==> src/rtl/usb11_pkg.sv <==
// Shared line-state encodings, receiver states and CRC16 constants for the
// low-speed USB receive path.
package usb11_pkg;

    // Line state is packed as {dp, dm}.
    localparam logic [1:0] LS_SE0 = 2'b00;
    localparam logic [1:0] LS_J   = 2'b01;
    localparam logic [1:0] LS_K   = 2'b10;
    localparam logic [1:0] LS_SE1 = 2'b11;

    localparam logic [2:0]  BIT_PHASE_SAMPLE = 3'd3;
    localparam logic [15:0] CRC16_POLY       = 16'h8005;
    localparam logic [15:0] CRC16_RESIDUAL   = 16'h800D;

    typedef enum logic [2:0] {
        RX_IDLE,
        RX_SYNC,
        RX_DATA,
        RX_EOP,
        RX_WAIT_IDLE
    } rx_state_t;

    // Folds one byte into the CRC, bit 0 first (wire order), MSB-shift form.
    function automatic logic [15:0] crc16_byte(input logic [15:0] crc, input logic [7:0] data);
        logic [15:0] c;
        c = crc;
        for (int i = 0; i < 8; i++) begin
            if (c[15] ^ data[i]) c = {c[14:0], 1'b0} ^ CRC16_POLY;
            else                 c = {c[14:0], 1'b0};
        end
        return c;
    endfunction

endpackage

==> src/rtl/usb11_rx_dpll.sv <==
// Bit-timing recovery: synchronises dp/dm, registers the line state and runs
// a 3-bit phase counter that re-centres on every J/K transition.
module usb11_rx_dpll
    import usb11_pkg::*;
(
    input  logic       clk,
    input  logic       rst,
    input  logic       dp,
    input  logic       dm,
    output logic [1:0] line_state,
    output logic       sample
);
    logic [1:0] sync1_q, sync2_q, ls_q;
    logic [2:0] phase_q;
    logic       jk_edge;

    // Only J<->K changes carry timing; SE0/SE1 transitions leave the phase alone.
    assign jk_edge = (^sync2_q) && (^ls_q) && (sync2_q != ls_q);

    always_ff @(posedge clk) begin
        if (!rst) begin
            sync1_q <= LS_J;
            sync2_q <= LS_J;
            ls_q    <= LS_J;
            phase_q <= 3'd0;
        end else begin
            sync1_q <= {dp, dm};
            sync2_q <= sync1_q;
            ls_q    <= sync2_q;
            phase_q <= jk_edge ? 3'd0 : phase_q + 3'd1;
        end
    end

    assign line_state = ls_q;
    assign sample     = (phase_q == BIT_PHASE_SAMPLE);

endmodule

==> src/rtl/usb11_recv.sv <==
// Low-speed USB receiver: SYNC detect, NRZI decode, bit unstuffing, byte
// assembly and EOP check. Optional CRC16 check under USB11_RECV_CRC16_EN.
module usb11_recv
    import usb11_pkg::*;
#(
    parameter int SYNC_MIN_ZEROS = 3
) (
    input  logic       clk,
    input  logic       rst,
    input  logic       dp,
    input  logic       dm,
    input  logic       rx_ena,
    output logic [7:0] rbyte,
    output logic       rbyte_valid,
    output logic       pkt_start,
    output logic       pkt_end,
    output logic       err,
    output logic       crc_ok
);
    localparam logic [3:0] ZMIN = 4'(SYNC_MIN_ZEROS);

    logic [1:0] line_state;
    logic       sample;

    usb11_rx_dpll u_dpll (
        .clk        (clk),
        .rst        (rst),
        .dp         (dp),
        .dm         (dm),
        .line_state (line_state),
        .sample     (sample)
    );

    rx_state_t  state_q, state_n;
    logic [1:0] prev_q, prev_n, se0_q, se0_n;
    logic [3:0] zeros_q, zeros_n;
    logic [2:0] ones_q, ones_n, bcnt_q, bcnt_n, jcnt_q, jcnt_n;
    logic       seen_se0_q, seen_se0_n;
    logic [7:0] sr_q, sr_n, rbyte_q, rbyte_n;
    logic       rbyte_valid_n, pkt_start_n, pkt_end_n, err_n, crc_ok_n;
    logic       dbit, fault;

    assign dbit = (line_state == prev_q);

    // Outputs are one-cycle strobes registered from the sample that completes
    // them; there is no back-pressure, a consumer must take rbyte on rbyte_valid.
    always_comb begin
        state_n       = state_q;
        prev_n        = prev_q;
        zeros_n       = zeros_q;
        ones_n        = ones_q;
        bcnt_n        = bcnt_q;
        jcnt_n        = jcnt_q;
        se0_n         = se0_q;
        seen_se0_n    = seen_se0_q;
        sr_n          = sr_q;
        rbyte_n       = rbyte_q;
        rbyte_valid_n = 1'b0;
        pkt_start_n   = 1'b0;
        pkt_end_n     = 1'b0;
        err_n         = 1'b0;
        fault         = 1'b0;
        if (!rx_ena) begin
            state_n = RX_IDLE;
        end else begin
            case (state_q)
                RX_IDLE: begin
                    if (line_state == LS_K) begin
                        state_n = RX_SYNC;
                        prev_n  = LS_J;
                        zeros_n = 4'd0;
                    end
                end
                RX_SYNC: if (sample) begin
                    if (line_state == LS_SE1)      fault   = 1'b1;
                    else if (line_state == LS_SE0) state_n = RX_IDLE;
                    else begin
                        prev_n = line_state;
                        if (!dbit) begin
                            zeros_n = (zeros_q == 4'hF) ? zeros_q : zeros_q + 4'd1;
                        end else if (zeros_q >= ZMIN) begin
                            state_n     = RX_DATA;
                            pkt_start_n = 1'b1;
                            ones_n      = 3'd0;
                            bcnt_n      = 3'd0;
                        end else begin
                            state_n = RX_IDLE;
                        end
                    end
                end
                RX_DATA: if (sample) begin
                    if (line_state == LS_SE1) fault = 1'b1;
                    else if (line_state == LS_SE0) begin
                        // A single dribble bit before EOP is tolerated and dropped.
                        if (bcnt_q <= 3'd1) begin
                            state_n = RX_EOP;
                            se0_n   = 2'd1;
                        end else begin
                            fault = 1'b1;
                        end
                    end else begin
                        prev_n = line_state;
                        if (ones_q == 3'd6) begin
                            if (dbit) fault  = 1'b1;
                            else      ones_n = 3'd0;
                        end else begin
                            ones_n = dbit ? ones_q + 3'd1 : 3'd0;
                            sr_n   = {dbit, sr_q[7:1]};
                            bcnt_n = bcnt_q + 3'd1;
                            if (bcnt_q == 3'd7) begin
                                rbyte_n       = sr_n;
                                rbyte_valid_n = 1'b1;
                            end
                        end
                    end
                end
                RX_EOP: if (sample) begin
                    if (line_state == LS_J) begin
                        pkt_end_n = 1'b1;
                        state_n   = RX_IDLE;
                    end else if (line_state == LS_SE0) begin
                        if (se0_q == 2'd3) state_n = RX_IDLE;
                        else               se0_n   = se0_q + 2'd1;
                    end else begin
                        fault = 1'b1;
                    end
                end
                RX_WAIT_IDLE: if (sample) begin
                    if (line_state == LS_J) begin
                        if (seen_se0_q || jcnt_q == 3'd7) state_n = RX_IDLE;
                        else                              jcnt_n  = jcnt_q + 3'd1;
                    end else begin
                        seen_se0_n = (line_state == LS_SE0);
                        jcnt_n     = 3'd0;
                    end
                end
                default: state_n = RX_IDLE;
            endcase
            if (fault) begin
                state_n    = RX_WAIT_IDLE;
                err_n      = 1'b1;
                jcnt_n     = 3'd0;
                seen_se0_n = 1'b0;
            end
        end
    end

`ifdef USB11_RECV_CRC16_EN
    logic [15:0] crc_q, crc_n;
    logic        pid_done_q, pid_done_n;

    // The first byte of every packet is the PID and stays out of the CRC.
    always_comb begin
        crc_n      = crc_q;
        pid_done_n = pid_done_q;
        if (pkt_start_n) begin
            crc_n      = 16'hFFFF;
            pid_done_n = 1'b0;
        end else if (rbyte_valid_n) begin
            if (pid_done_q) crc_n = crc16_byte(crc_q, rbyte_n);
            pid_done_n = 1'b1;
        end
    end

    always_ff @(posedge clk) begin
        if (!rst) begin
            crc_q      <= 16'hFFFF;
            pid_done_q <= 1'b0;
        end else begin
            crc_q      <= crc_n;
            pid_done_q <= pid_done_n;
        end
    end

    assign crc_ok_n = pkt_end_n && (crc_q == CRC16_RESIDUAL);
`else
    assign crc_ok_n = pkt_end_n;
`endif

    always_ff @(posedge clk) begin
        if (!rst) begin
            state_q     <= RX_IDLE;
            prev_q      <= LS_J;
            zeros_q     <= 4'd0;
            ones_q      <= 3'd0;
            bcnt_q      <= 3'd0;
            jcnt_q      <= 3'd0;
            se0_q       <= 2'd0;
            seen_se0_q  <= 1'b0;
            sr_q        <= 8'h00;
            rbyte_q     <= 8'h00;
            rbyte_valid <= 1'b0;
            pkt_start   <= 1'b0;
            pkt_end     <= 1'b0;
            err         <= 1'b0;
            crc_ok      <= 1'b0;
        end else begin
            state_q     <= state_n;
            prev_q      <= prev_n;
            zeros_q     <= zeros_n;
            ones_q      <= ones_n;
            bcnt_q      <= bcnt_n;
            jcnt_q      <= jcnt_n;
            se0_q       <= se0_n;
            seen_se0_q  <= seen_se0_n;
            sr_q        <= sr_n;
            rbyte_q     <= rbyte_n;
            rbyte_valid <= rbyte_valid_n;
            pkt_start   <= pkt_start_n;
            pkt_end     <= pkt_end_n;
            err         <= err_n;
            crc_ok      <= crc_ok_n;
        end
    end

    assign rbyte = rbyte_q;

endmodule
==> config.mk <==
export PLATFORM = sky130hd
export DESIGN_NAME = usb11_recv
export DESIGN_NICKNAME = d
export VERILOG_FILES = /design/src/rtl/usb11_pkg.sv /design/src/rtl/usb11_rx_dpll.sv /design/src/rtl/usb11_recv.sv
export SDC_FILE = /design/constraint.sdc
export NUM_CORES = 1
export LEC_CHECK = 0
export CAP_MARGIN = 25
export CELL_PAD_IN_SITES_DETAIL_PLACEMENT = 1
export CELL_PAD_IN_SITES_GLOBAL_PLACEMENT = 1
export CORE_ASPECT_RATIO = 1.4
export CORE_MARGIN = 2
export CORE_UTILIZATION = 25
export CTS_BUF_LIST = sky130_fd_sc_hd__clkbuf_8 sky130_fd_sc_hd__clkbuf_16
export DETAILED_ROUTE_END_ITERATION = 6
export PLACE_DENSITY_LB_ADDON = 0.1
export SYNTH_ARGS = -nofsm -noshare
export SYNTH_HDL_FRONTEND = slang
export SYNTH_SLANG_ARGS = --single-unit
==> constraint.sdc <==
create_clock -name clk -period 1.9 [get_ports clk]
set_input_delay 0.285 -clock clk [delete_from_list [all_inputs] [get_ports clk]]
set_output_delay 0.285 -clock clk [all_outputs]
set_load 0.005 [all_outputs]
# --- Word-level counts from Yosys, hierarchy flattened ---
# Cells that the tools add are included.
op_classes:
  bitwise: 9
  n_eq_ne: 59
  n_reduce_logical: 31
  mux: 83
  add_sub_neg: 6
  n_lt_le_gt_ge: 2
ops:
  columns: ["operator", "n"]
  rows:
  - ["$mux 3", 37]
  - ["$ne 2x2->1 const B", 23]
  - ["$ne 3x3->1 const B", 15]
  - ["$reduce_and 14->1", 2]
  - ["$mux 2", 13]
  - ["$mux 4", 6]
  - ["$reduce_and 11->1", 2]
  - ["$mux 1", 20]
  - ["$pmux 3 s5", 1]
  - ["$reduce_or 7->1", 2]
  - ["$add 3x1->3 const B", 4]
  - ["$eq 3x3->1 const B", 4]
  - ["$ne 4x4->1 const B", 3]
  - ["$pmux 3 s2", 2]
  - ["$reduce_and 4->1", 3]
  - ["$reduce_and 6->1", 2]
  - ["$reduce_bool 2->1", 6]
  - ["$reduce_and 10->1", 1]
  - ["$eq 3x2->1 const B", 3]
  - ["$not 1->1", 9]
  - ["$pmux 2 s2", 2]
  - ["$pmux 4 s2", 1]
  - ["$reduce_and 8->1", 1]
  - ["$reduce_and 7->1", 1]
  - ["21 further kinds", 27]
totals:
  out_inout_bits: 13
  ff_bits: 50

# --- Logic depth before layout (Yosys ltp) ---
depth:
  word_depth: 10
  mapped_depth: 8

# --- By module ---
# From an unflattened synthesis, not the netlist that was laid out.
unflattened:
  cells_unflattened: 289
  area_unflattened_um2: 2536.2
by_module_without_submodules:
  columns: ["mod", "area_per_inst_um2", "seq_area_each_um2", "cells_each", "n_inst"]
  rows:
  - ["usb11_recv", 2238.4, 800.8, 265, 1]
  - ["usb11_rx_dpll", 297.8, 180.2, 24, 1]

# --- Worst setup path before layout ---
# OpenSTA, ideal clock, no wires.
synth_timing:
  kind: "register to register"
  from: "register u_dpll.ls_q[0], in the netlist u_dpll.line_state[0]"
  to: "register sr_q[5]"
  path_stages_with_launch: 7
  path_buffers: 1
  synth_period_minus_slack_ps: 2061
  slack_ps: -161
  arrival_time_ps: 1933
  t_required_ps: 1772
  setup_time_ps: 128
  path_cell_list: "dfxtp_1 -> ha_1 -> or4b_1 -> nor4_4 -> buf_4 -> mux2i_1 -> nor2_1"
synth_via:
  elab_chain_len: 3
  word_cells_on_any_way: 5
  cone_classes: "eq/ne: 1; bitwise: 2; reduce/logical: 2"
synth_lines:
  columns: ["item", "line", "rtl"]
  rows:
  - ["start, declared", "usb11_rx_dpll.sv:13", "logic [1:0] sync1_q, sync2_q, ls_q;"]
  - ["start signal, assigned", "usb11_rx_dpll.sv:29", "ls_q <= sync2_q;"]
  - ["$eq 2x2->1 or $logic_not 2->1 (tied branches)", "usb11_recv.sv:92, usb11_recv.sv:93", null]
  - ["$not 1->1 (no source line)", null, null]
  - ["$reduce_and 6->1 (no source line) *", null, null]
  - ["end signal, assigned", "usb11_recv.sv:206", "sr_q <= sr_n;"]
  - ["end, declared", "usb11_recv.sv:39", "logic [7:0] sr_q, sr_n, rbyte_q, rbyte_n;"]
# Mark *: on every way between the ends. The rest lies on a longest branch, timed or not.
# A chain may end at the register's enable or synchronous reset.

# --- Worst setup path after layout ---
layout_timing:
  from: "register u_dpll.ls_q[0], in the netlist u_dpll.line_state[0]"
  to: "register jcnt_q[0]"
layout_via:
  elab_chain_len: 10
  word_cells_on_any_way: 24
  cone_classes: "eq/ne: 4; mux: 16; reduce/logical: 4"
layout_lines:
  columns: ["item", "line", "rtl"]
  rows:
  - ["$eq 2x2->1", "usb11_recv.sv:43", "assign dbit = (line_state == prev_q);"]
  - ["$mux 1", "usb11_recv.sv:104", "if (dbit) fault = 1'b1;"]
  - ["$mux 1", "usb11_recv.sv:103", "if (ones_q == 3'd6) begin"]
  - ["$mux 1", "usb11_recv.sv:93", "else if (line_state == LS_SE0) begin"]
  - ["$mux 1", "usb11_recv.sv:92", "if (line_state == LS_SE1) fault = 1'b1;"]
  - ["$mux 1", "usb11_recv.sv:91", "RX_DATA: if (sample) begin"]
  - ["$pmux 1 s3", "usb11_recv.sv:66", "case (state_q)"]
  - ["$mux 1", "usb11_recv.sv:63", "if (!rx_ena) begin"]
  - ["$ne 3x2->1 (no source line) or $reduce_bool 2->1 (tied branches)", null, null]
  - ["$reduce_and 4->1 (no source line)", null, null]
  - ["end signal, assigned", "usb11_recv.sv:203", "jcnt_q <= jcnt_n;"]
  - ["end, declared", "usb11_recv.sv:37", "logic [2:0] ones_q, ones_n, bcnt_q, bcnt_n, jcnt_q, jcnt_n;"]
# Parallel ways exist; a longest one is shown, timed or not. The select of a mux whose other input is x is not followed.

==> metrics.cfg <==
[status]
status=finished with violations
violations=setup timing

[floorplanning]
rows=43
die_w_um=88.28
start_util_pct=25.39
core_sq_um=9792
die_area_sq_um=10770
die_h_um=122.0
io_pins=18

[sta]
post-route-min-period_ns=1.969
max_freq_ghz=0.5079
grt_setup_unrepaired=yes
fin_skew_ns=0.002503
finalSetupViolCount=12
worst_pin_slew_ns=0.5319
final_max_slew_viol_count=0
fin_ws_ns=-0.06873
maxSlewHeadroom_pct=63.98
hold_viol=0
setup_tns_ns=-0.4959
whs_ns=0.4267
period_share_pct=103.6

[final_layout]
fillerInstances=1167
drive_gt1_share_pct=31.39
final_cell_mix=buf_4 (54), dfxtp_1 (43), nand2_1 (29)
fin_util_pct=37.02
area_growth_pct=45.80
layout_commonest_cell=buf_4
diodes=0
nets=378

[yosys]
netlist_instances=292
ys.flop_type=dfxtp_1
ys_types=51
synth_edf_count=0
avgSynthCellArea_sq_um=8.514
ys_ff_latch=49
yosys_warnings=0
synth_fp_nets=311
async_flop_share_pct=0
synthesis.area_sq_um=2486
seq_area_frac_synth_pct=39.46

[worst_setup_path]
cp_slowest_cell=a2111o_1
start_kind=flop
path_max_fanout=4
cp.required_ns=2.09
crit_path_end_kind=flop
crit_chain=buf_6 -> xor2_2 -> or4_4 -> a2111o_1 -> nand2_2 -> a31oi_1
cp_num_buf_inv=1
crit_arrival_ns=2.16
cp_top_family=compound AO/OA/AOI/OAI gates
r2r_start=u_dpll.line_state[0]
crit_type=flop to flop
max_stage_delay_ns=0.54
startpoint=u_dpll.line_state[0]

[clock_network]
clkLatencyLatePin_ns=0.30
cts_sinks=49
cts_tree=built
ctsLongestPathBuffers=2
htreeDepth=2
numCtsBuffers=5
cts_root_buf=clkbuf_16
cts.reportedPaths.clkPinSlew_ns=0.07

[power_and_ir_drop]
ir_worst_vdd_mv=0.3715
powerDensity_nw_per_um2=651.5
p_leak_nw=1.377
power_mw=2.362

[route]
wire_per_inst_um=14.56
drc=0
routed_wl_um=7209
drt_iter0_drc=111
drt_first_pass_iters=4
vias=2303
ant_nets=0
viasPerCell=4.653

[global_routing]
grt_pass1_vias=2455
grt_pass1_wl_um=12210
grt.total_usage_pct=14.58
overflow=0
antenna_found_initial=0
grt_max_degree=25

[worst_hold_path]
worstHoldStart=u_dpll.phase_q[0]
hold_class=flop to flop

[placed_design]
place.gp.congestion=0.7439
hpwlAfterDp_um=5434
port_buffers=17

[flow_run]
maxCapViolations=0

## registers in the layout, summed over array words and instances (netlist names)
register / count
se0_q: 2
state_q: 3
ones_q: 3
rbyte_valid: 1
u_dpll.line_state: 2
u_dpll.sync1_q: 2
u_dpll.phase_q: 3
u_dpll.sync2_q: 2
prev_q: 2
rbyte: 8
err: 1
pkt_start: 1
jcnt_q: 3
seen_se0_q: 1
zeros_q: 4
crc_ok: 1
bcnt_q: 3
sr_q: 7
## path summary, 6_finish.rpt
kind | to | slack, ns | cells after the start
max reg2reg | jcnt_q[0] | -0.07 | 6
max | jcnt_q[0] | -0.07 | 6
min reg2reg | u_dpll.phase_q[0] | 0.43 | 1
min | u_dpll.phase_q[0] | 0.43 | 1
## repair_timing
action / in CTS / in global routing
setup buffers: 1 / 0
gates resized for setup: 38 / 17
pin swaps: 5 / 9
gates cloned: 0 / 1
setup endpoints to repair: 34 / 33
hold buffers: 0 / 0
## cell type report
class	count	area [sq um]	share of cell area (%)
clock buffers	5	125.1	3.452
inverters	10	40.04	1.105
repair buffers	78	665.6	18.36
flip-flops and latches	49	993.5	27.41
well taps	135	168.9	4.660
clock inverters	3	68.82	1.899
multi-input cells	215	1563	43.11
## report_power, final
part / switching, mW / internal (mW)
registers: 0.00593 / 1.04
clock network: 0.429 / 0.760
logic: 0.0681 / 0.0633
total: 0.503 / 1.86
## metal layers
metal / up-vias / part of all wire, % / GRT usage, %
met2: 19 / 54 / 27.54
met1: 1115 / 43 / 16.41
met4: 0 / 1.2 / 3.693
met3: 6 / 2.0 / 2.642
met5: - / 0 / 0
li1: 1163 / - / -
## stage by stage
step	setup WS [ns]	cells	cell area (sq um)
3_5_place_dp	-0.2381	485	3219
4_1_cts	-0.09235	494	3548
3_3_place_gp	-0.2058	485	3219
2_1_floorplan	-0.1496	292	2505
5_1_grt	-0.1615	495	3625
6_report	-0.06873	495	3625
## Yosys cell counts (all sizes together), types with 2 or more instances
| cell type | instances | area [sq um] |
|---|---|---|
| o311ai | 2 | 17.52 |
| dfxtp | 49 | 980.9 |
| nand2b | 8 | 50.05 |
| nor2 | 24 | 90.09 |
| a211oi | 5 | 37.54 |
| clkbuf | 11 | 41.29 |
| xor2 | 3 | 26.28 |
| a21oi | 20 | 100.1 |
| o22ai | 3 | 18.77 |
| or3b | 3 | 26.28 |
| or4 | 2 | 15.01 |
| or3 | 3 | 18.77 |
| nand3 | 16 | 80.08 |
| inv | 10 | 37.54 |
| nor4 | 4 | 40.04 |
| nand3b | 5 | 37.54 |
| and3 | 2 | 12.51 |
| ha | 14 | 175.2 |
| o21ai | 6 | 30.03 |
| nor3 | 13 | 65.06 |
| and2 | 5 | 31.28 |
| or2 | 2 | 12.52 |
| a31o | 2 | 17.52 |
| nor3b | 4 | 30.03 |
| mux2i | 13 | 130.1 |
| nor2b | 8 | 50.05 |
| nand2 | 31 | 116.4 |
| buf | 7 | 51.29 |
## cells by family after synthesis
logic type	Yosys count	share of synthesized area, %
compound gates	52	13.69
xor+xnor	4	1.409
fa+ha+maj	14	7.046
buf+inv	28	5.234
flops	49	39.46
mux	13	5.234
simple gates	132	27.93
No activity file was read; power rests on OpenSTA's default activity.
